--- src/rtl/host_descriptor_merge.sv ---
// Merges the TS and NTS descriptor streams into one output stream.
// Each class has its own small FIFO; TS has strict priority, bounded by an NTS anti-starvation counter.

module host_descriptor_fifo #(
  parameter int DESC_W     = 46,
  parameter int FIFO_DEPTH = 4
) (
  input  logic                          i_clk,
  input  logic                          i_rst,
  input  logic [DESC_W-1:0]             wr_data,
  input  logic                          wr_req,
  output logic                          wr_ack,
  input  logic                          pop,
  output logic [DESC_W-1:0]             head,
  output logic [$clog2(FIFO_DEPTH):0]   usedw,
  output logic                          empty
);

  localparam int AW = $clog2(FIFO_DEPTH);

  logic [DESC_W-1:0] mem [FIFO_DEPTH];
  logic [AW-1:0]     wr_ptr;
  logic [AW-1:0]     rd_ptr;
  logic              full;
  logic              accept;

  // Full is judged on the registered count only, so a same-cycle pop never frees a slot early.
  assign full   = (usedw == (AW+1)'(FIFO_DEPTH));
  assign empty  = (usedw == '0);
  assign accept = wr_req && !full && !wr_ack;
  assign head   = mem[rd_ptr];

  always_ff @(posedge i_clk) begin
    if (accept) begin
      mem[wr_ptr] <= wr_data;
    end
  end

  always_ff @(posedge i_clk or posedge i_rst) begin
    if (i_rst) begin
      wr_ptr <= '0;
      rd_ptr <= '0;
      usedw  <= '0;
      wr_ack <= 1'b0;
    end else begin
      wr_ack <= accept;
      if (accept) begin
        wr_ptr <= wr_ptr + 1'b1;
      end
      if (pop) begin
        rd_ptr <= rd_ptr + 1'b1;
      end
      case ({accept, pop})
        2'b10:   usedw <= usedw + 1'b1;
        2'b01:   usedw <= usedw - 1'b1;
        default: usedw <= usedw;
      endcase
    end
  end

endmodule

module host_descriptor_merge #(
  parameter int DESC_W       = 46,
  parameter int FIFO_DEPTH   = 4,
  parameter int STARVE_LIMIT = 8
) (
  input  logic                          i_clk,
  input  logic                          i_rst,
  input  logic [DESC_W-1:0]             iv_ts_descriptor,
  input  logic                          i_ts_descriptor_wr,
  output logic                          o_ts_descriptor_ack,
  input  logic [DESC_W-1:0]             iv_nts_descriptor,
  input  logic                          i_nts_descriptor_wr,
  output logic                          o_nts_descriptor_ack,
  output logic [DESC_W-1:0]             ov_descriptor,
  output logic                          o_descriptor_type,
  output logic                          o_descriptor_wr,
  input  logic                          i_descriptor_ack,
  output logic [$clog2(FIFO_DEPTH):0]   ov_ts_fifo_usedw,
  output logic [$clog2(FIFO_DEPTH):0]   ov_nts_fifo_usedw,
  output logic [1:0]                    merge_state
);

  typedef enum logic [1:0] {
    IDLE     = 2'd0,
    WAIT_ACK = 2'd1
  } merge_state_t;

  localparam logic [3:0] STARVE_MAX = 4'(STARVE_LIMIT);

  merge_state_t      state;
  merge_state_t      state_next;
  logic              grant_ts;
  logic              grant_nts;
  logic [3:0]        starve_cnt;
  logic [DESC_W-1:0] ts_head;
  logic [DESC_W-1:0] nts_head;
  logic              ts_empty;
  logic              nts_empty;

  host_descriptor_fifo #(.DESC_W(DESC_W), .FIFO_DEPTH(FIFO_DEPTH)) u_ts_fifo (
    .i_clk   (i_clk),
    .i_rst   (i_rst),
    .wr_data (iv_ts_descriptor),
    .wr_req  (i_ts_descriptor_wr),
    .wr_ack  (o_ts_descriptor_ack),
    .pop     (grant_ts),
    .head    (ts_head),
    .usedw   (ov_ts_fifo_usedw),
    .empty   (ts_empty)
  );

  host_descriptor_fifo #(.DESC_W(DESC_W), .FIFO_DEPTH(FIFO_DEPTH)) u_nts_fifo (
    .i_clk   (i_clk),
    .i_rst   (i_rst),
    .wr_data (iv_nts_descriptor),
    .wr_req  (i_nts_descriptor_wr),
    .wr_ack  (o_nts_descriptor_ack),
    .pop     (grant_nts),
    .head    (nts_head),
    .usedw   (ov_nts_fifo_usedw),
    .empty   (nts_empty)
  );

  assign merge_state = state;

  always_ff @(posedge i_clk or posedge i_rst) begin
    if (i_rst) begin
      state <= IDLE;
    end else begin
      state <= state_next;
    end
  end

  // TS wins unless NTS has waited through STARVE_LIMIT consecutive TS grants.
  always_comb begin
    grant_ts   = 1'b0;
    grant_nts  = 1'b0;
    state_next = state;
    case (state)
      IDLE: begin
        if (!ts_empty && ((starve_cnt < STARVE_MAX) || nts_empty)) begin
          grant_ts   = 1'b1;
          state_next = WAIT_ACK;
        end else if (!nts_empty) begin
          grant_nts  = 1'b1;
          state_next = WAIT_ACK;
        end
      end
      WAIT_ACK: begin
        if (i_descriptor_ack) begin
          state_next = IDLE;
        end
      end
      default: state_next = IDLE;
    endcase
  end

  always_ff @(posedge i_clk or posedge i_rst) begin
    if (i_rst) begin
      ov_descriptor     <= '0;
      o_descriptor_type <= 1'b0;
      o_descriptor_wr   <= 1'b0;
    end else if (grant_ts) begin
      ov_descriptor     <= ts_head;
      o_descriptor_type <= 1'b1;
      o_descriptor_wr   <= 1'b1;
    end else if (grant_nts) begin
      ov_descriptor     <= nts_head;
      o_descriptor_type <= 1'b0;
      o_descriptor_wr   <= 1'b1;
    end else if (state == WAIT_ACK && i_descriptor_ack) begin
      o_descriptor_wr   <= 1'b0;
    end
  end

  always_ff @(posedge i_clk or posedge i_rst) begin
    if (i_rst) begin
      starve_cnt <= '0;
    end else if (nts_empty || grant_nts) begin
      starve_cnt <= '0;
    end else if (grant_ts && starve_cnt != STARVE_MAX) begin
      starve_cnt <= starve_cnt + 1'b1;
    end
  end

endmodule

--- config.mk ---
export PLATFORM = sky130hd
export DESIGN_NAME = host_descriptor_merge
export DESIGN_NICKNAME = d
export VERILOG_FILES = /design/src/rtl/host_descriptor_merge.sv
export SDC_FILE = /design/constraint.sdc
export NUM_CORES = 1
export LEC_CHECK = 0
export ABC_AREA = 1
export CORE_MARGIN = 2
export CORE_UTILIZATION = 40
export CTS_CLUSTER_SIZE = 16
export DETAILED_ROUTE_END_ITERATION = 16
export SYNTH_ARGS = -nofsm -noshare
export SYNTH_HDL_FRONTEND = slang
export SYNTH_HIERARCHICAL = 1
export SYNTH_SLANG_ARGS = --single-unit
--- constraint.sdc ---
create_clock -name i_clk -period 3.4 [get_ports i_clk]
set_input_delay 1.02 -clock i_clk [delete_from_list [all_inputs] [get_ports i_clk]]
set_output_delay 1.02 -clock i_clk [all_outputs]
set_load 0.005 [all_outputs]
==> flow_summary.json, run 1 <==
{
  "drc": 0,
  "clk_latency_ps": 540,
  "holdBufCountCts": 0,
  "nFillCells": 4074,
  "tightest_slew_ps": 916,
  "ys_seq_area_share_pct": 67.7,
  "yosys.cell_count.top_type": "nand2_1",
  "ys.warnings.count": 6,
  "cts-htree-levels": 2,
  "netlist_area_um2": 18900,
  "placement.io_buffers": 153,
  "clock_skew_ps": 18.2,
  "clk_pin_slew_ps": 60,
  "synthTopCellsByArea": "edfxtp_1 (59%), dfrtp_1 (9.1%), nand2_1 (8.9%), o211ai_2 (6.1%), inv_1 (5.3%)",
  "startpoint": "u_ts_fifo/usedw[0]",
  "nNetsFinal": 1838,
  "totalPowerFinal_mw": 19.1,
  "outcome": "completed",
  "synth_common_cells": "nand2_1 (448), edfxtp_1 (368), inv_1 (267), o211ai_1 (92), o211ai_2 (92)",
  "min_path_type": "register to register",
  "grt_pass1_wl_um": 62000,
  "antenna_found_initial": 0,
  "regToRegEndpoint": "u_nts_fifo/usedw[2]",
  "p_per_area_nw_per_um2": 855,
  "ys_ff_latch": 437,
  "setup_viol": 0,
  "synth_nets": 1695,
  "period_share_pct": 78.7,
  "gr-usage-all-layers_pct": 16.2,
  "fin_util_pct": 47.9,
  "numCtsBuffers": 43,
  "post_cts_resized": 0,
  "gp_congestion": 0.813,
  "arrival_ps": 3100,
  "timing.rr.start": "u_ts_fifo/usedw[0]",
  "whs_path_depth": 2,
  "ctsRootBufferMaster": "clkbuf_16",
  "num_vias": 11200,
  "antennaDiodeCount": 0,
  "synth_cell_types": 26,
  "synth_edf_count": 368,
  "io_pins": 155,
  "synth_async_sr_flop_share_pct": 15.8,
  "hold_viol": 0,
  "die-area_um2": 48900,
  "setup_tns_ps": 0,
  "grt.overflow.total": 0,
  "avgSynthCellArea_um2": 11.9,
  "critPathLaunchType": "register",
  "grt_start_max_net_pins": 122,
  "regToRegSetupSlack_ps": 720,
  "r2r_cells": 10,
  "dp_hpwl_um": 26200,
  "min_to": "o_descriptor_wr",
  "die_h_um": 221,
  "vdd_drop_max_v": 0.000746,
  "dieWidth_um": 221,
  "synth_top_area_share_pct": 58.5,
  "endpoint_kind": "register",
  "min_period_ps": 2680,
  "drive_gt1_share_pct": 11.2,
  "start_util_pct": 40.5,
  "wl_per_cell_um": 16.9,
  "min_from": "o_descriptor_wr",
  "leakagePower_nw": 9.01,
  "cts_tree": "built",
  "first_pass_iters": 5,
  "clockBufferDepth": 3,
  "max_freq_mhz": 374,
  "post_cts_buffers": 0,
  "yosys.area.top_type": "edfxtp_1",
  "grt_pass1_vias": 10800,
  "first_iter_violations": 689,
  "cts_sinks": 437,
  "slew_headroom_pct": 38.9,
  "area_growth_pct": 18.1,
  "drv_slew": 0,
  "ys.flop_type": "edfxtp_1",
  "syn-instance-count": 1584,
  "num_rows": 79,
  "cp.required_ps": 3830,
  "maxCapViolations": 0,
  "antenna_left": 0,
  "whs_ps": 484,
  "rsz0062_at_grt": "no",
  "critPathMaxFanout": 4,
  "viasPerCell": 4.74,
  "core_um2": 46600,
  "wl_um": 40000,
  "path_class": "register to register"
}
through the flow:
stage / cell area, um^2 / setup slack (ps) / std cells
after floorplan: 18900 / -364 / 1584
after global placement: 21000 / 365 / 2289
after detailed placement: 21000 / 298 / 2289
after CTS: 22300 / 738 / 2367
after global routing: 22300 / 544 / 2367
final: 22300 / 725 / 2367
state kept, by name, indices dropped and copies added, names as in the netlist, 3 cells and up:
| register | count |
|---|---|
| u_nts_fifo/mem | 184 |
| u_ts_fifo/usedw | 3 |
| ov_descriptor | 46 |
| u_nts_fifo/usedw | 3 |
| u_ts_fifo/mem | 184 |
| starve_cnt | 4 |
worst max-delay path, cell delays in order, from the launching register on:
cell and delay [ps]:
dfrtp_1 430, nor3_1 540, a21oi_1 120, nor3_1 440
ha_1 270, inv_1 80, fa_1 390, nand2_1 110
nand3_1 80, nand2_1 60, nand2_1 40
logic make-up after synthesis:
family	after synthesis	share of synthesized area [%]
buf+inv	357	9.02
fa+ha+maj	14	1.01
xor+xnor	7	0.325
compound gates	236	11.1
simple gates	532	10.8
flops	437	67.7
other cells	1	0.0199
worst max path at each step:
stage / endpoint / cells past startpoint
after floorplan: u_nts_fifo/mem[0][0] / 4
after global placement: u_ts_fifo/usedw[2] / 11
after detailed placement: u_ts_fifo/usedw[1] / 8
after CTS: u_nts_fifo/usedw[2] / 10
after global routing: u_nts_fifo/usedw[2] / 10
final: u_nts_fifo/usedw[2] / 10
cells in the final DEF, fill, tap and decap left out:
master / n
clkbuf_8: 3
nand3_4: 1
nand2_2: 1
clkinvlp_4: 2
edfxtp_1: 368
clkinv_1: 8
nor2_4: 8
o21ai_1: 38
clkbuf_16: 45
nor3_1: 3
xnor2_1: 2
bufinv_16: 1
clkinv_2: 3
o21ai_0: 11
dfrtp_2: 2
clkdlybuf4s50_1: 153
nand3_1: 19
dfrtp_4: 2
fa_1: 2
nand4_1: 3
nand2_1: 448
ha_1: 12
nor2_1: 49
buf_4: 14
o211ai_1: 92
inv_1: 266
a21oi_4: 1
inv_2: 8
xor2_1: 5
conb_1: 1
clkbuf_1: 16
a21oi_1: 2
buf_12: 14
o211ai_2: 92
dfrtp_1: 65
power by group:
group	switching, mW	internal (mW)	total (mW)
clock network	1.89	2.57	4.46
registers	0.689	6.99	7.68
logic	4.30	2.62	6.92
total	6.88	12.2	19.1
per-layer routing:
metal	routed length [um]	global-route usage, %	vias up
li1	-	-	5563
met1	18600	23.1	5366
met2	18700	25.9	237
met3	1960	2.51	49
met4	750	4.05	0
met5	0	0	-
cell type report:
cell class | instances | area [um^2] | area share, %
flip-flops and latches | 437 | 12800 | 57.4
multi-input cells | 790 | 4480 | 20.1
repair buffers | 181 | 1920 | 8.60
clock buffers | 64 | 1230 | 5.51
inverters | 274 | 1030 | 4.61
well taps | 607 | 759 | 3.41
clock inverters | 14 | 90.1 | 0.404
Note: power is estimated with default switching activity, not from simulation.
==> run 2: changes to the inputs <==
Clock period 3.4 ns to 2.2 ns, I/O delays scaled along.
==> run 2 against run 1 <==
Against the previous run: sequential power increased by 54%; critical path type is now register to primary output; register-to-register slack got worse by 620 ps; highest routed layer unchanged; clock-buffer cell count decreased by 13; utilization increased by 1.2 points; largest power group unchanged; non-clock buffer count increased by 42; routed wire length increased by 4.5%; first-iteration DRC count increased by 9.7%.
==> flow_summary.json, run 2 (synthesized netlist as in run 1, its figures left out) <==
{
  "critPathBufInv": 1,
  "nNetsFinal": 1882,
  "crit_slowest_cell": "clkdlybuf4s50_1",
  "tightest_slew_ps": 676,
  "dp_hpwl_um": 28800,
  "wl_per_cell_um": 17.3,
  "drive_gt1_share_pct": 15.0,
  "core_um2": 46600,
  "grt_pass1_wl_um": 65500,
  "clk_pin_slew_ps": 60,
  "endpoint_kind": "primary output",
  "cts_tree": "built",
  "num_rows": 79,
  "critPathLaunchType": "register",
  "dieWidth_um": 221,
  "hold_viol": 0,
  "grt_pass1_vias": 11400,
  "nFillCells": 4052,
  "top_regs": "u_nts_fifo/mem: 184 flops, u_ts_fifo/mem: 184 flops, ov_descriptor: 46 flops",
  "viasPerCell": 4.75,
  "grt_start_max_net_pins": 95,
  "die_h_um": 221,
  "ctsRootBufferMaster": "clkbuf_16",
  "max_freq_mhz": 463,
  "die-area_um2": 48900,
  "antenna_left": 0,
  "p_per_area_nw_per_um2": 1340,
  "slowest_delay_ps": 520,
  "antenna_found_initial": 2,
  "critPathMaxFanout": 5,
  "numCtsBuffers": 45,
  "min_period_ps": 2160,
  "maxCapViolations": 0,
  "final_cell_mix": "nand2_1 (446), edfxtp_1 (368), inv_1 (263)",
  "setup_viol": 0,
  "period_share_pct": 98.1,
  "antennaDiodeCount": 0,
  "totalPowerFinal_mw": 30.5,
  "drv_slew": 0,
  "mostFrequentLayoutCell": "nand2_1",
  "grt.overflow.total": 0,
  "layout_setup_ws_ps": 41.6,
  "num_vias": 11500,
  "wl_um": 41800,
  "first_iter_violations": 756,
  "cp.required_ps": 1540,
  "gp_congestion": 0.827,
  "outcome": "completed",
  "arrival_ps": 1500,
  "rsz0062_at_grt": "yes",
  "clockBufferDepth": 3,
  "leakagePower_nw": 9.34,
  "area_growth_pct": 21.0,
  "min_path_type": "register to register",
  "slew_headroom_pct": 54.9,
  "vdd_drop_max_v": 0.000572,
  "regToRegSetupSlack_ps": 100,
  "holdBufCountCts": 0,
  "first_pass_iters": 5,
  "path_class": "register to primary output",
  "dpl_worst_slack_ps": -231,
  "io_pins": 155,
  "gr-usage-all-layers_pct": 17.0,
  "clk_latency_ps": 540,
  "placement.io_buffers": 153,
  "crit_family": "buffers and inverters",
  "cts-htree-levels": 2,
  "path_cells": "clkdlybuf4s50_1",
  "cts_sinks": 437,
  "start_util_pct": 40.5,
  "drc": 0,
  "clock_skew_ps": 15.8
}
## run 2: path summary, 6_finish.rpt
path / startpoint / endpoint / cells past startpoint
setup / recovery: merge_state[0] / merge_state[0] / 1
hold / removal: o_descriptor_wr / o_descriptor_wr / 2
setup reg to reg: u_ts_fifo/usedw[2] / u_nts_fifo/usedw[2] / 11
hold reg to reg: o_descriptor_wr / o_descriptor_wr / 2
max in group asynchronous: i_rst / ov_descriptor[24] / 3
min in group asynchronous: i_rst / u_nts_fifo/usedw[0] / 2
## run 2: area by class of cell
cell class                 instances  area (um^2)  area share, %
clock inverter                    29          190          0.832
tap                              607          759           3.32
multi-input combinational        790         4520           19.8
sequential                       437        12800           56.0
clock buffer                      51         1170           5.11
inverter                         274         1030           4.50
timing repair buffer             223         2380           10.4
## run 2: worst reg2reg max path, stage by stage, from the launching register on
cell,delay (ps)
dfrtp_1,380
nor3_2,220
buf_4,170
a21oi_2,50
nor3_4,240
ha_2,230
inv_2,50
fa_2,380
inv_2,70
nand2_2,50
nand4_1,80
nand2_1,60
## run 2: repair_timing
item / in CTS / in global routing
pin swaps: 0 / 7
gates cloned: 0 / 0
buffers inserted: 2 / 7
gates resized for setup: 10 / 16
endpoints found under the setup margin: 16 / 11
## run 2: report_power, final
group	internal (mW)	leakage, nW	switching, mW
Combinational	4.59	4.50	7.02
Sequential	10.8	4.18	1.02
Clock	4.03	0.673	3.04
Total	19.4	9.34	11.1
## run 2: through the flow
step | util, % | instance area, um^2 | hold WS [ps] | instances | setup TNS [ps]
6_report | 49.1 | 22900 | 487 | 2411 | 0
4_1_cts | 48.9 | 22800 | 484 | 2404 | 0
3_3_place_gp | 45.9 | 21400 | 463 | 2322 | -31480
2_1_floorplan | - | 18900 | 465 | 1584 | -178050
3_5_place_dp | 45.9 | 21400 | 482 | 2322 | -36610
5_1_grt | 49.1 | 22900 | 520 | 2411 | -31.7
## run 2: per-layer routing
| layer | share of wire (%) | wire, um | track usage (%) | vias to the layer above |
|---|---|---|---|---|
| li1 | - | - | - | 5651 |
| met2 | 47 | 19700 | 27.6 | 250 |
| met4 | 2.4 | 997 | 5.11 | 0 |
| met3 | 4.9 | 2050 | 2.80 | 51 |
| met5 | 0 | 0 | 0 | - |
| met1 | 46 | 19000 | 23.6 | 5499 |
